==> src/rtl/spi_shift.sv <==
// SPI serial data engine: shifts a parallel-loaded character out on mosi and captures miso
// into the same register, paced by the edge strobes of spi_clgen; reports tip/lstclk back to it.
module spi_shift #(
   parameter int SPI_MAX_CHAR      = 32,
   parameter int SPI_CHAR_LEN_BITS = 5
) (
   input  logic                         wb_clk,
   input  logic                         wb_reset,
   input  logic                         go,
   input  logic                         load,
   input  logic [SPI_MAX_CHAR-1:0]      p_in,
   input  logic [SPI_CHAR_LEN_BITS-1:0] len,
   input  logic                         lsb,
   input  logic                         tx_negedge,
   input  logic                         rx_negedge,
   input  logic                         cpol_0,
   input  logic                         cpol_1,
   input  logic                         miso,
   output logic                         tip,
   output logic                         lstclk,
   output logic                         done,
   output logic [SPI_MAX_CHAR-1:0]      p_out,
   output logic                         mosi
);

   localparam int              CW    = SPI_CHAR_LEN_BITS;
   localparam logic [CW:0]     MAX_N = (CW+1)'(SPI_MAX_CHAR);
   localparam logic [CW:0]     ONE   = (CW+1)'(1);

   logic [SPI_MAX_CHAR-1:0] data_q, data_d;
   logic [CW:0]             n_q, n_d;
   logic [CW:0]             rise_cnt_q, rise_cnt_d;
   logic [CW:0]             fall_cnt_q, fall_cnt_d;
   logic                    lsb_q, lsb_d;
   logic                    txn_q, txn_d;
   logic                    rxn_q, rxn_d;
   logic                    tip_q, tip_d;
   logic                    lstclk_q, lstclk_d;
   logic                    done_q, done_d;
   logic                    mosi_q, mosi_d;

   logic [CW:0]             go_n;
   logic [SPI_MAX_CHAR-1:0] go_src;

   // Map the k-th transmitted bit of an n-bit character onto its register index.
   function automatic logic [CW-1:0] bit_idx(input logic [CW:0] k, input logic [CW:0] n,
                                             input logic lsb_first);
      logic [CW:0] pos;
      pos = lsb_first ? k : (n - ONE - k);
      return pos[CW-1:0];
   endfunction

   assign go_n   = (len == '0) ? MAX_N : {1'b0, len};
   // A same-cycle load must feed the pre-driven first bit.
   assign go_src = load ? p_in : data_q;

   always_comb begin
      data_d     = data_q;
      n_d        = n_q;
      rise_cnt_d = rise_cnt_q;
      fall_cnt_d = fall_cnt_q;
      lsb_d      = lsb_q;
      txn_d      = txn_q;
      rxn_d      = rxn_q;
      tip_d      = tip_q;
      done_d     = 1'b0;
      mosi_d     = mosi_q;

      if (!tip_q) begin
         if (load) begin
            data_d = p_in;
         end
         if (go) begin
            tip_d      = 1'b1;
            n_d        = go_n;
            lsb_d      = lsb;
            txn_d      = tx_negedge;
            rxn_d      = rx_negedge;
            rise_cnt_d = '0;
            fall_cnt_d = '0;
            if (tx_negedge) begin
               mosi_d = go_src[bit_idx('0, go_n, lsb)];
            end
         end
      end else begin
         // Transmit reads always use data_q, so a same-cycle receive write never leaks in.
         if (cpol_0 && (rise_cnt_q < n_q)) begin
            rise_cnt_d = rise_cnt_q + ONE;
            if (!txn_q) begin
               mosi_d = data_q[bit_idx(rise_cnt_q, n_q, lsb_q)];
            end
            if (!rxn_q) begin
               data_d[bit_idx(rise_cnt_q, n_q, lsb_q)] = miso;
            end
         end
         if (cpol_1) begin
            fall_cnt_d = fall_cnt_q + ONE;
            if (txn_q && ((fall_cnt_q + ONE) < n_q)) begin
               mosi_d = data_q[bit_idx(fall_cnt_q + ONE, n_q, lsb_q)];
            end
            if (rxn_q && (fall_cnt_q < n_q)) begin
               data_d[bit_idx(fall_cnt_q, n_q, lsb_q)] = miso;
            end
            if ((fall_cnt_q + ONE) == n_q) begin
               tip_d  = 1'b0;
               done_d = 1'b1;
            end
         end
      end
   end

   logic lst_next;
   assign lst_next = tip_d && (rise_cnt_d == n_d);
   assign lstclk_d = lst_next;

   always_ff @(posedge wb_clk or posedge wb_reset) begin
      if (wb_reset) begin
         data_q     <= '0;
         n_q        <= '0;
         rise_cnt_q <= '0;
         fall_cnt_q <= '0;
         lsb_q      <= 1'b0;
         txn_q      <= 1'b0;
         rxn_q      <= 1'b0;
         tip_q      <= 1'b0;
         lstclk_q   <= 1'b0;
         done_q     <= 1'b0;
         mosi_q     <= 1'b0;
      end else begin
         data_q     <= data_d;
         n_q        <= n_d;
         rise_cnt_q <= rise_cnt_d;
         fall_cnt_q <= fall_cnt_d;
         lsb_q      <= lsb_d;
         txn_q      <= txn_d;
         rxn_q      <= rxn_d;
         tip_q      <= tip_d;
         lstclk_q   <= lstclk_d;
         done_q     <= done_d;
         mosi_q     <= mosi_d;
      end
   end

   assign tip    = tip_q;
   assign lstclk = lstclk_q;
   assign done   = done_q;
   assign p_out  = data_q;
   assign mosi   = mosi_q;

endmodule

==> config.mk <==
export PLATFORM = sky130hd
export DESIGN_NAME = spi_shift
export DESIGN_NICKNAME = d
export VERILOG_FILES = /design/src/rtl/spi_shift.sv
export SDC_FILE = /design/constraint.sdc
export NUM_CORES = 1
export LEC_CHECK = 0
export BUFFER_PORTS_ARGS = -buffer_cell sky130_fd_sc_hd__buf_2
export CORE_UTILIZATION = 40
export CTS_CLUSTER_SIZE = 10
export DETAILED_ROUTE_END_ITERATION = 7
export RECOVER_POWER = 25
export SLEW_MARGIN = 5
export SYNTH_ARGS = -nofsm -noshare
export SYNTH_HDL_FRONTEND = slang
export SYNTH_SLANG_ARGS = --single-unit
export TNS_END_PERCENT = 1
==> constraint.sdc <==
create_clock -name wb_clk -period 3.9 [get_ports wb_clk]
set_input_delay 0.585 -clock wb_clk [delete_from_list [all_inputs] [get_ports wb_clk]]
set_output_delay 0.585 -clock wb_clk [all_outputs]
set_load 0.02 [all_outputs]
==> results of run 1 <==
cell type report:
cell class | instances | area (um2) | area share [%]
repair buffers | 97 | 532 | 7.98
flip-flops and latches | 57 | 1430 | 21.4
multi-input cells | 531 | 4080 | 61.2
inverters | 30 | 113 | 1.69
clock buffers | 13 | 250 | 3.76
clock inverters | 3 | 40.0 | 0.601
well taps | 180 | 225 | 3.38
state kept, by name, indices dropped and copies added, names as in the netlist:
signal / cells
tip: 1
done: 1
fall_cnt_q: 6
lstclk: 1
n_q: 6
p_out: 32
rxn_q: 1
txn_q: 1
lsb_q: 1
mosi: 1
rise_cnt_q: 6
Yosys cell counts, types with 3 or more instances:
master	n
a211oi_1	25
a221oi_1	7
buf_1	5
xnor2_1	7
a21o_1	3
nor2_1	32
buf_2	9
nand4_1	6
a2111oi_0	3
a2bb2oi_1	5
mux4_2	23
a22oi_1	3
nor3b_1	4
fa_1	3
clkbuf_1	21
nand2_1	55
nand4b_1	3
or2_2	3
o21a_1	8
o21ai_0	25
dfrtp_1	57
o31ai_1	3
xor2_1	8
nor4_1	9
inv_1	29
nand2b_1	6
nor3_1	12
o211ai_1	6
a21oi_1	47
ha_1	32
mux2i_1	52
mux2_2	8
and3_1	9
o22ai_1	24
a31oi_1	8
nand3_1	17
nor2b_1	34
metal layers:
metal / vias up / GRT usage (%)
met5: - / 0
met4: 0 / 10.6
met3: 39 / 4.41
met2: 261 / 41.3
met1: 2800 / 39.7
li1: 2658 / -
critical path: stages, from the launching register on:
cell and delay (ns):
dfrtp_1 0.50, inv_1 0.12, ha_1 0.43, inv_1 0.14, ha_1 0.28, nor2b_1 0.13
o21ai_0 0.24, nor3b_1 0.37, o31a_1 0.19, nand4_1 0.34, o22ai_1 0.47, mux2i_1 0.26
a21oi_1 0.09
kinds of logic after synthesis:
group,after synthesis,share of synthesized area [%]
simple gates,205,18.6
mux,83,19.5
xor+xnor,15,2.27
fa+ha+maj,35,7.97
compound gates,193,22.2
buf+inv,67,4.81
flops,57,24.7
worst paths after layout:
path	slack [ns]	end	cells after the start	from
worst max-delay path	0.18	p_out[1]$_DFF_PP0_	12	n_q[0]$_DFF_PP0_
worst min-delay path	0.47	rxn_q$_DFFE_PP0P_	3	rx_negedge
worst max register to register	0.18	p_out[1]$_DFF_PP0_	12	n_q[0]$_DFF_PP0_
worst min register to register	0.56	fall_cnt_q[5]$_DFFE_PP0P_	1	fall_cnt_q[5]$_DFFE_PP0P_
max in group asynchronous	1.31	p_out[2]$_DFF_PP0_	3	wb_reset
min in group asynchronous	0.66	rise_cnt_q[5]$_DFF_PP0_	2	wb_reset
repair_timing:
action,in CTS,in global routing
setup buffers,0,1
hold endpoints to repair,0,0
endpoints found under the setup margin,0,2
through the flow:
step	cell area (um2)	std cells	utilization, %
after detailed placement	6370	894	45.5
after floorplan	5780	655	-
final	6660	911	47.6
after CTS	6660	910	47.6
after global placement	6370	894	45.5
after global routing	6660	911	47.6
==> impl_metrics.tcl, run 1 <==
set metrics [dict create \
    async_reset_ff_share_pct 100 \
    dr_wl_met3_um 1460 \
    drtIter0Drc 540 \
    min_path_type "in -> reg" \
    viasPerCell 6.32 \
    max_cap_viol_count 0 \
    layout_common_cells "buf_2 (82), dfrtp_1 (56), nand2_1 (55), mux2i_1 (52), a21oi_1 (47)" \
    endpoint_kind "register" \
    grt_pass1_wl_um 30900 \
    required_ns 4.08 \
    hpwl_um 15300 \
    wl_um 20000 \
    diodes 0 \
    drive_above_1_share_pct 20.5 \
    antenna_found_initial 0 \
    yosysTopAreaCell "dfrtp_1" \
    ys_ff_latch 57 \
    fmax_mhz 269 \
    insertion_delay_ns 0.34 \
    fillers 1385 \
    synth-seq-area-share_pct 24.7 \
    die_height_um 122 \
    final_common_cell "buf_2" \
    die_area_um2 14900 \
    synthesis.nets 737 \
    tightest_slew_ns 1.45 \
    via_count 5758 \
    final_hold_viol_count 0 \
    area_delta_synth_final_pct 15.3 \
    synth.distinct_cells 67 \
    cts_root_buf "clkbuf_16" \
    cts.clk_slew.worst_paths_ns 0.05 \
    avgSynthCellArea_um2 8.83 \
    grt_pass1_vias 5438 \
    crit_fanout 8 \
    fin_skew_ns 0.00650 \
    start_kind "register" \
    synthDominantCellAreaShare_pct 24.7 \
    timing.final.ws_setup_ns 0.177 \
    grt_max_degree 71 \
    nNetsFinal 808 \
    drc 0 \
    synth_area_leaders "dfrtp_1 (25%), mux2i_1 (9.0%), mux4_2 (9.0%), ha_1 (6.9%), a21oi_1 (4.1%)" \
    initial_utilization_pct 41.3 \
    ctsHoldBuffers 0 \
    timing.final.crit_share_pct 95.5 \
    clkSinkCount 57 \
    whs_ns 0.465 \
    core-area_um2 14000 \
    detail-route-antenna-nets 0 \
    grt_overflow 0 \
    status "completed" \
    num_io_pins 83 \
    cts_resized 0 \
    cts_tree "done" \
    routed.top_layer "met4" \
    first_pass_iters 5 \
    setup_viol 0 \
    clk_path_buf_depth 2 \
    dieWidth_um 122 \
    numCtsBuffers 9 \
    rows 43 \
    finalMaxSlewViolations 0 \
    synth_edf_count 0 \
    synthCells 655 \
    rsz0062_at_grt "no" \
    ys.flop_type "dfrtp_1" \
    yosysWarnings 0 \
    syn_area_um2 5780 \
    pre_cts_ws_ns 0.301 \
    wl_met1_um 8960 \
    layout_min_cycle_time_ns 3.72 \
    portBuffers 82 \
    setup_tns_ns 0 \
    grtUsageTotal_pct 27.6 \
    gp_congestion 1.03 \
    htree_levels 3 \
    wl_per_cell_um 21.9 \
    met2WireLength_um 9020 \
    timing.slew.headroom_pct 3.04 \
    cp.arrival_ns 3.90 \
    critical_path_class "reg -> reg" \
]
Power of run 1 is left out: the tool's default activity adds up to more than one toggle a clock period on the data nets, which glitch-free logic cannot reach.
==> run 2, diff against run 1 <==
--- a/config.mk
+++ b/config.mk
@@ -5,11 +5,13 @@
 export SDC_FILE = /design/constraint.sdc
 export NUM_CORES = 1
 export LEC_CHECK = 0
+export ABC_AREA = 1
 export BUFFER_PORTS_ARGS = -buffer_cell sky130_fd_sc_hd__buf_2
 export CORE_UTILIZATION = 40
 export CTS_CLUSTER_SIZE = 10
 export DETAILED_ROUTE_END_ITERATION = 7
 export RECOVER_POWER = 25
+export SKIP_CTS_REPAIR_TIMING = 1
 export SLEW_MARGIN = 5
 export SYNTH_ARGS = -nofsm -noshare
 export SYNTH_HDL_FRONTEND = slang
==> run 2 against run 1 <==
The run now ends with capacitance limit, slew limit left. Worst hold slack got worse by 0.028 ns. Critical path depth grew 4. Wire length is 25% higher.
==> impl_metrics.tcl, run 2 <==
set metrics [dict create \
    status "finished, violations left" \
    violations "capacitance limit, slew limit" \
    grt_pass1_vias 6662 \
    r2r-start "n_q[1]$_DFF_PP0_" \
    clkSinkCount 57 \
    area_delta_synth_final_pct 13.3 \
    synthCells 1098 \
    hpwl_um 18800 \
    cp.arrival_ns 3.44 \
    crit_chain "inv_1 > ha_1 > xor2_1 > ha_1 > a21oi_1 > nand2_1 > nand2_1 > nand3_1 > nand2_1 > inv_2 > nor2_4 > nand3_1 > nand2_1 > nand3_1 > nand3_1 > nand2_1" \
    numCtsBuffers 9 \
    initial_utilization_pct 41.3 \
    critPathLaunch "n_q[1]$_DFF_PP0_" \
    ys.flop_type "dfrtp_1" \
    portBuffers 82 \
    yosysWarnings 0 \
    core-area_um2 16000 \
    critical_path_class "reg -> reg" \
    htree_levels 3 \
    rsz0062_at_grt "no" \
    fmax_mhz 312 \
    synth.distinct_cells 43 \
    async_reset_ff_share_pct 100 \
    start_kind "register" \
    whs_ns 0.437 \
    synth_area_leaders "nand2_1 (24%), dfrtp_1 (22%), nand3_1 (14%), ha_1 (6.1%), inv_1 (5.2%)" \
    layout_common_cells "nand2_1 (418), nand3_1 (189), inv_1 (92), buf_2 (82), dfrtp_1 (57)" \
    first_pass_iters 5 \
    yosys.cell_count.top_type "nand2_1" \
    drtIter0Drc 892 \
    crit_path_frequent_cell "nand2_1" \
    nNetsFinal 1240 \
    diodes 0 \
    hold_path_startpoint "rx_negedge" \
    yosysTopAreaCell "nand2_1" \
    grt_pass1_wl_um 38000 \
    setup_tns_ns 0 \
    fin_skew_ns 0.00721 \
    reg2reg_slack_ns 0.70 \
    drc 0 \
    cts_root_buf "clkbuf_16" \
    largest_reg_flops 32 \
    antenna_found_initial 0 \
    num_io_pins 83 \
    max_cap_viol_count 1 \
    grt_max_degree 39 \
    avgSynthCellArea_um2 6.02 \
    dieWidth_um 131 \
    postPlaceCellArea_um2 7120 \
    die_height_um 131 \
    required_ns 4.14 \
    ys_top_cells_by_count "nand2_1 (418), nand3_1 (189), inv_1 (92)" \
    timing.final.crit_share_pct 82.1 \
    final_hold_viol_count 0 \
    wl_per_cell_um 18.1 \
    synth-seq-area-share_pct 21.6 \
    clk_path_buf_depth 2 \
    dp_cells 1363 \
    drive_above_1_share_pct 16.0 \
    cts.clk_slew.worst_paths_ns 0.06 \
    timing.slew.headroom_pct -1.48 \
    cts_tree "done" \
    wl_um 25000 \
    final_common_cell "nand2_1" \
    syn_area_um2 6620 \
    grt_overflow 0 \
    rows 46 \
    die_area_um2 17100 \
    viasPerCell 5.55 \
    ys_ff_latch 57 \
    gp_congestion 0.948 \
    endpoint_kind "register" \
    crit_fanout 16 \
    min_path_type "in -> reg" \
    detail-route-antenna-nets 0 \
    finalMaxSlewViolations 39 \
    fin_area_um2 7490 \
    synth_edf_count 0 \
    synthesis.nets 1180 \
    layout.cells.non_filler 1379 \
    layout_min_cycle_time_ns 3.20 \
    tightest_slew_ns 1.52 \
    via_count 7648 \
    cpPeakStageDelay_ns 0.35 \
    setup_viol 0 \
    synthDominantCellAreaShare_pct 23.7 \
    slowest_stage "dfrtp_1" \
    grtUsageTotal_pct 30.1 \
    insertion_delay_ns 0.35 \
]
[run 2: cell count changes in the layout (fill, tap and decap cells not counted), moves of 18 or more]
cell | previous run | this run
inv_1 | 29 | 92
a21oi_1 | 47 | 10
o21ai_0 | 25 | 44
or2_2 | 3 | 29
nand3_1 | 17 | 189
a211oi_1 | 25 | 0
nor2b_1 | 34 | 0
mux2i_1 | 52 | 0
o22ai_1 | 24 | 6
nand2_1 | 55 | 418
nand4_1 | 6 | 24
mux4_2 | 23 | 0
[run 2: worst paths after layout]
check / end / depth (start not counted)
setup / recovery: p_out[13]$_DFF_PP0_ / 16
hold / removal: rxn_q$_DFFE_PP0P_ / 3
setup reg to reg: p_out[13]$_DFF_PP0_ / 16
hold reg to reg: txn_q$_DFFE_PP0P_ / 2
max in group asynchronous: p_out[13]$_DFF_PP0_ / 3
min in group asynchronous: lstclk$_DFF_PP0_ / 2
[run 2: through the flow]
stage	setup slack (ns)	util, %
2_1_floorplan	1.32	-
3_3_place_gp	0.839	44.5
3_5_place_dp	0.790	44.5
4_1_cts	0.767	46.8
5_1_grt	0.397	46.8
6_report	0.698	46.8
[run 2: logic make-up after synthesis]
logic type	Yosys count	synth area share [%]
AOI/OAI and AO/OA	99	8.85
xor gates and xnor gates	10	1.32
adders and majority gates	35	6.96
buffers and inverters	152	10.3
DFF	57	21.6
and+or+nand+nor	745	51.0
[run 2: critical path, delay by kind of cell, from the launching register on]
family | cells | cell delay, ns
xor+xnor | 1 | 0.33
compound gates | 1 | 0.19
simple gates | 10 | 1.20
buf+inv | 2 | 0.33
fa+ha+maj | 2 | 0.67
flops | 1 | 0.35
[run 2: area by class of cell]
cell class,instances,area (um2)
Tap cell,216,270
Clock inverter,5,125
Sequential cell,57,1430
Inverter,106,400
Clock buffer,11,253
Fill cell,1776,8510
Timing Repair Buffer,95,508
Multi-Input combinational cell,889,4510
[run 2: layer usage]
metal / track usage (%) / vias up / part of all wire (%)
li1: - / 3716 / -
met1: 44.2 / 3508 / 46
met2: 43.0 / 385 / 42
met3: 6.88 / 39 / 10
met4: 9.87 / 0 / 2.0
met5: 0 / - / 0
Power of run 2 is left out for the same reason.
==> run 3, diff against run 2 <==
==> constraint.sdc (replaced) <==
create_clock -name wb_clk -period 2.95 [get_ports wb_clk]
set_input_delay 0.4425 -clock wb_clk [delete_from_list [all_inputs] [get_ports wb_clk]]
set_output_delay 0.4425 -clock wb_clk [all_outputs]
set_load 0.02 [all_outputs]
==> run 3 against run 2 <==
The flow still finishes with violations (capacitance limit, slew limit). Flip-flop and latch count did not move. Global-route usage up 0.49 points. Non-clock buffer count rose by 33. Via count rose by 0.81%. Critical endpoint is now mosi$_DFFE_PP0P_. Largest cell class unchanged.
==> impl_metrics.tcl, run 3 (synthesized netlist as in run 2, its figures left out) <==
set metrics [dict create \
    violations "capacitance limit, slew limit" \
    start_kind "register" \
    diodes 0 \
    drtIter0Drc 647 \
    final_hold_viol_count 0 \
    nNetsFinal 1273 \
    grt_pass1_vias 6946 \
    clk_path_buf_depth 2 \
    grtUsageTotal_pct 30.6 \
    critical_path_class "reg -> reg" \
    detail-route-antenna-nets 0 \
    htree_levels 3 \
    numCtsBuffers 9 \
    area_delta_synth_final_pct 18.4 \
    largest_reg_flops 32 \
    finalMaxSlewViolations 31 \
    die_height_um 131 \
    die_area_um2 17100 \
    cts.clk_slew.worst_paths_ns 0.06 \
    insertion_delay_ns 0.34 \
    rsz0062_at_grt "yes" \
    gp_congestion 1.01 \
    grt_max_degree 52 \
    num_io_pins 83 \
    drc 0 \
    crit_fanout 9 \
    initial_utilization_pct 41.3 \
    via_count 7710 \
    wl_um 25200 \
    max_cap_viol_count 1 \
    tightest_slew_ns 1.56 \
    endpoint_kind "register" \
    cts_root_buf "clkbuf_16" \
    dieWidth_um 131 \
    antenna_found_initial 0 \
    postPlaceCellArea_um2 7360 \
    rr_worst_depth 15 \
    reg2reg_slack_ns 0.14 \
    min_path_type "in -> reg" \
    rows 46 \
    layout_min_cycle_time_ns 2.81 \
    fin_area_um2 7830 \
    holdPathStages 3 \
    pre_cts_ws_ns -0.0339 \
    hpwl_um 18900 \
    clkSinkCount 57 \
    timing.slew.headroom_pct -3.86 \
    timing.final.crit_share_pct 95.3 \
    drive_above_1_share_pct 19.1 \
    grt_overflow 0 \
    status "finished, violations left" \
    cp.arrival_ns 3.04 \
    grt_pass1_wl_um 39000 \
    required_ns 3.18 \
    viasPerCell 5.46 \
    fmax_mhz 356 \
    fin_skew_ns 0.00659 \
    layout_common_cells "nand2_1 (414), nand3_1 (189), inv_1 (90), buf_2 (82), dfrtp_1 (57)" \
    setup_viol 0 \
    first_pass_iters 5 \
    final_common_cell "nand2_1" \
    portBuffers 82 \
    timing.final.ws_setup_ns 0.138 \
    setup_tns_ns 0 \
    cts_tree "done" \
    core-area_um2 16000 \
    wl_per_cell_um 17.8 \
]
## run 3: worst paths after layout
kind / from / endpoint
worst max-delay path: n_q[0]$_DFF_PP0_ / mosi$_DFFE_PP0P_
worst min-delay path: rx_negedge / rxn_q$_DFFE_PP0P_
worst max register to register: n_q[0]$_DFF_PP0_ / mosi$_DFFE_PP0P_
worst min register to register: fall_cnt_q[0]$_DFFE_PP0P_ / fall_cnt_q[0]$_DFFE_PP0P_
max in group asynchronous: wb_reset / p_out[14]$_DFF_PP0_
min in group asynchronous: wb_reset / n_q[5]$_DFF_PP0_
## run 3: worst max-delay path: stages, from the launching register on
cell,delay [ns]
dfrtp_1,0.37
inv_1,0.12
ha_2,0.34
fa_1,0.53
o21ai_4,0.33
inv_2,0.19
nand3_1,0.12
o21ai_1,0.11
nand2_1,0.08
nand3_1,0.07
nand3_1,0.09
nand3_1,0.08
nand2_1,0.08
inv_1,0.05
nand2_1,0.05
a21oi_1,0.06
## run 3: stage by stage
step           std cells  hold slack [ns]  util [%]
6_report            1412            0.310      49.0
5_1_grt             1412            0.327      49.0
4_1_cts             1406            0.210      48.1
3_5_place_dp        1390            0.571      46.0
2_1_floorplan       1098            0.464         -
3_3_place_gp        1390            0.572      46.0
## run 3: area by class of cell
type                            instances  area, um2
Fill cell                            1748       8170
Multi-Input combinational cell        889       4580
Sequential cell                        57       1430
Timing Repair Buffer                  128        811
Inverter                              106        403
Tap cell                              216        270
Clock buffer                           11        243
Clock inverter                          5        103
## run 3: per-layer routing
metal | up-vias | global-route usage [%] | part of all wire (%)
met5 | - | 0 | 0
met4 | 0 | 8.52 | 1.8
met3 | 39 | 7.13 | 10
met2 | 399 | 46.1 | 43
met1 | 3500 | 43.4 | 45
li1 | 3772 | - | -
Power of run 3 is left out for the same reason.
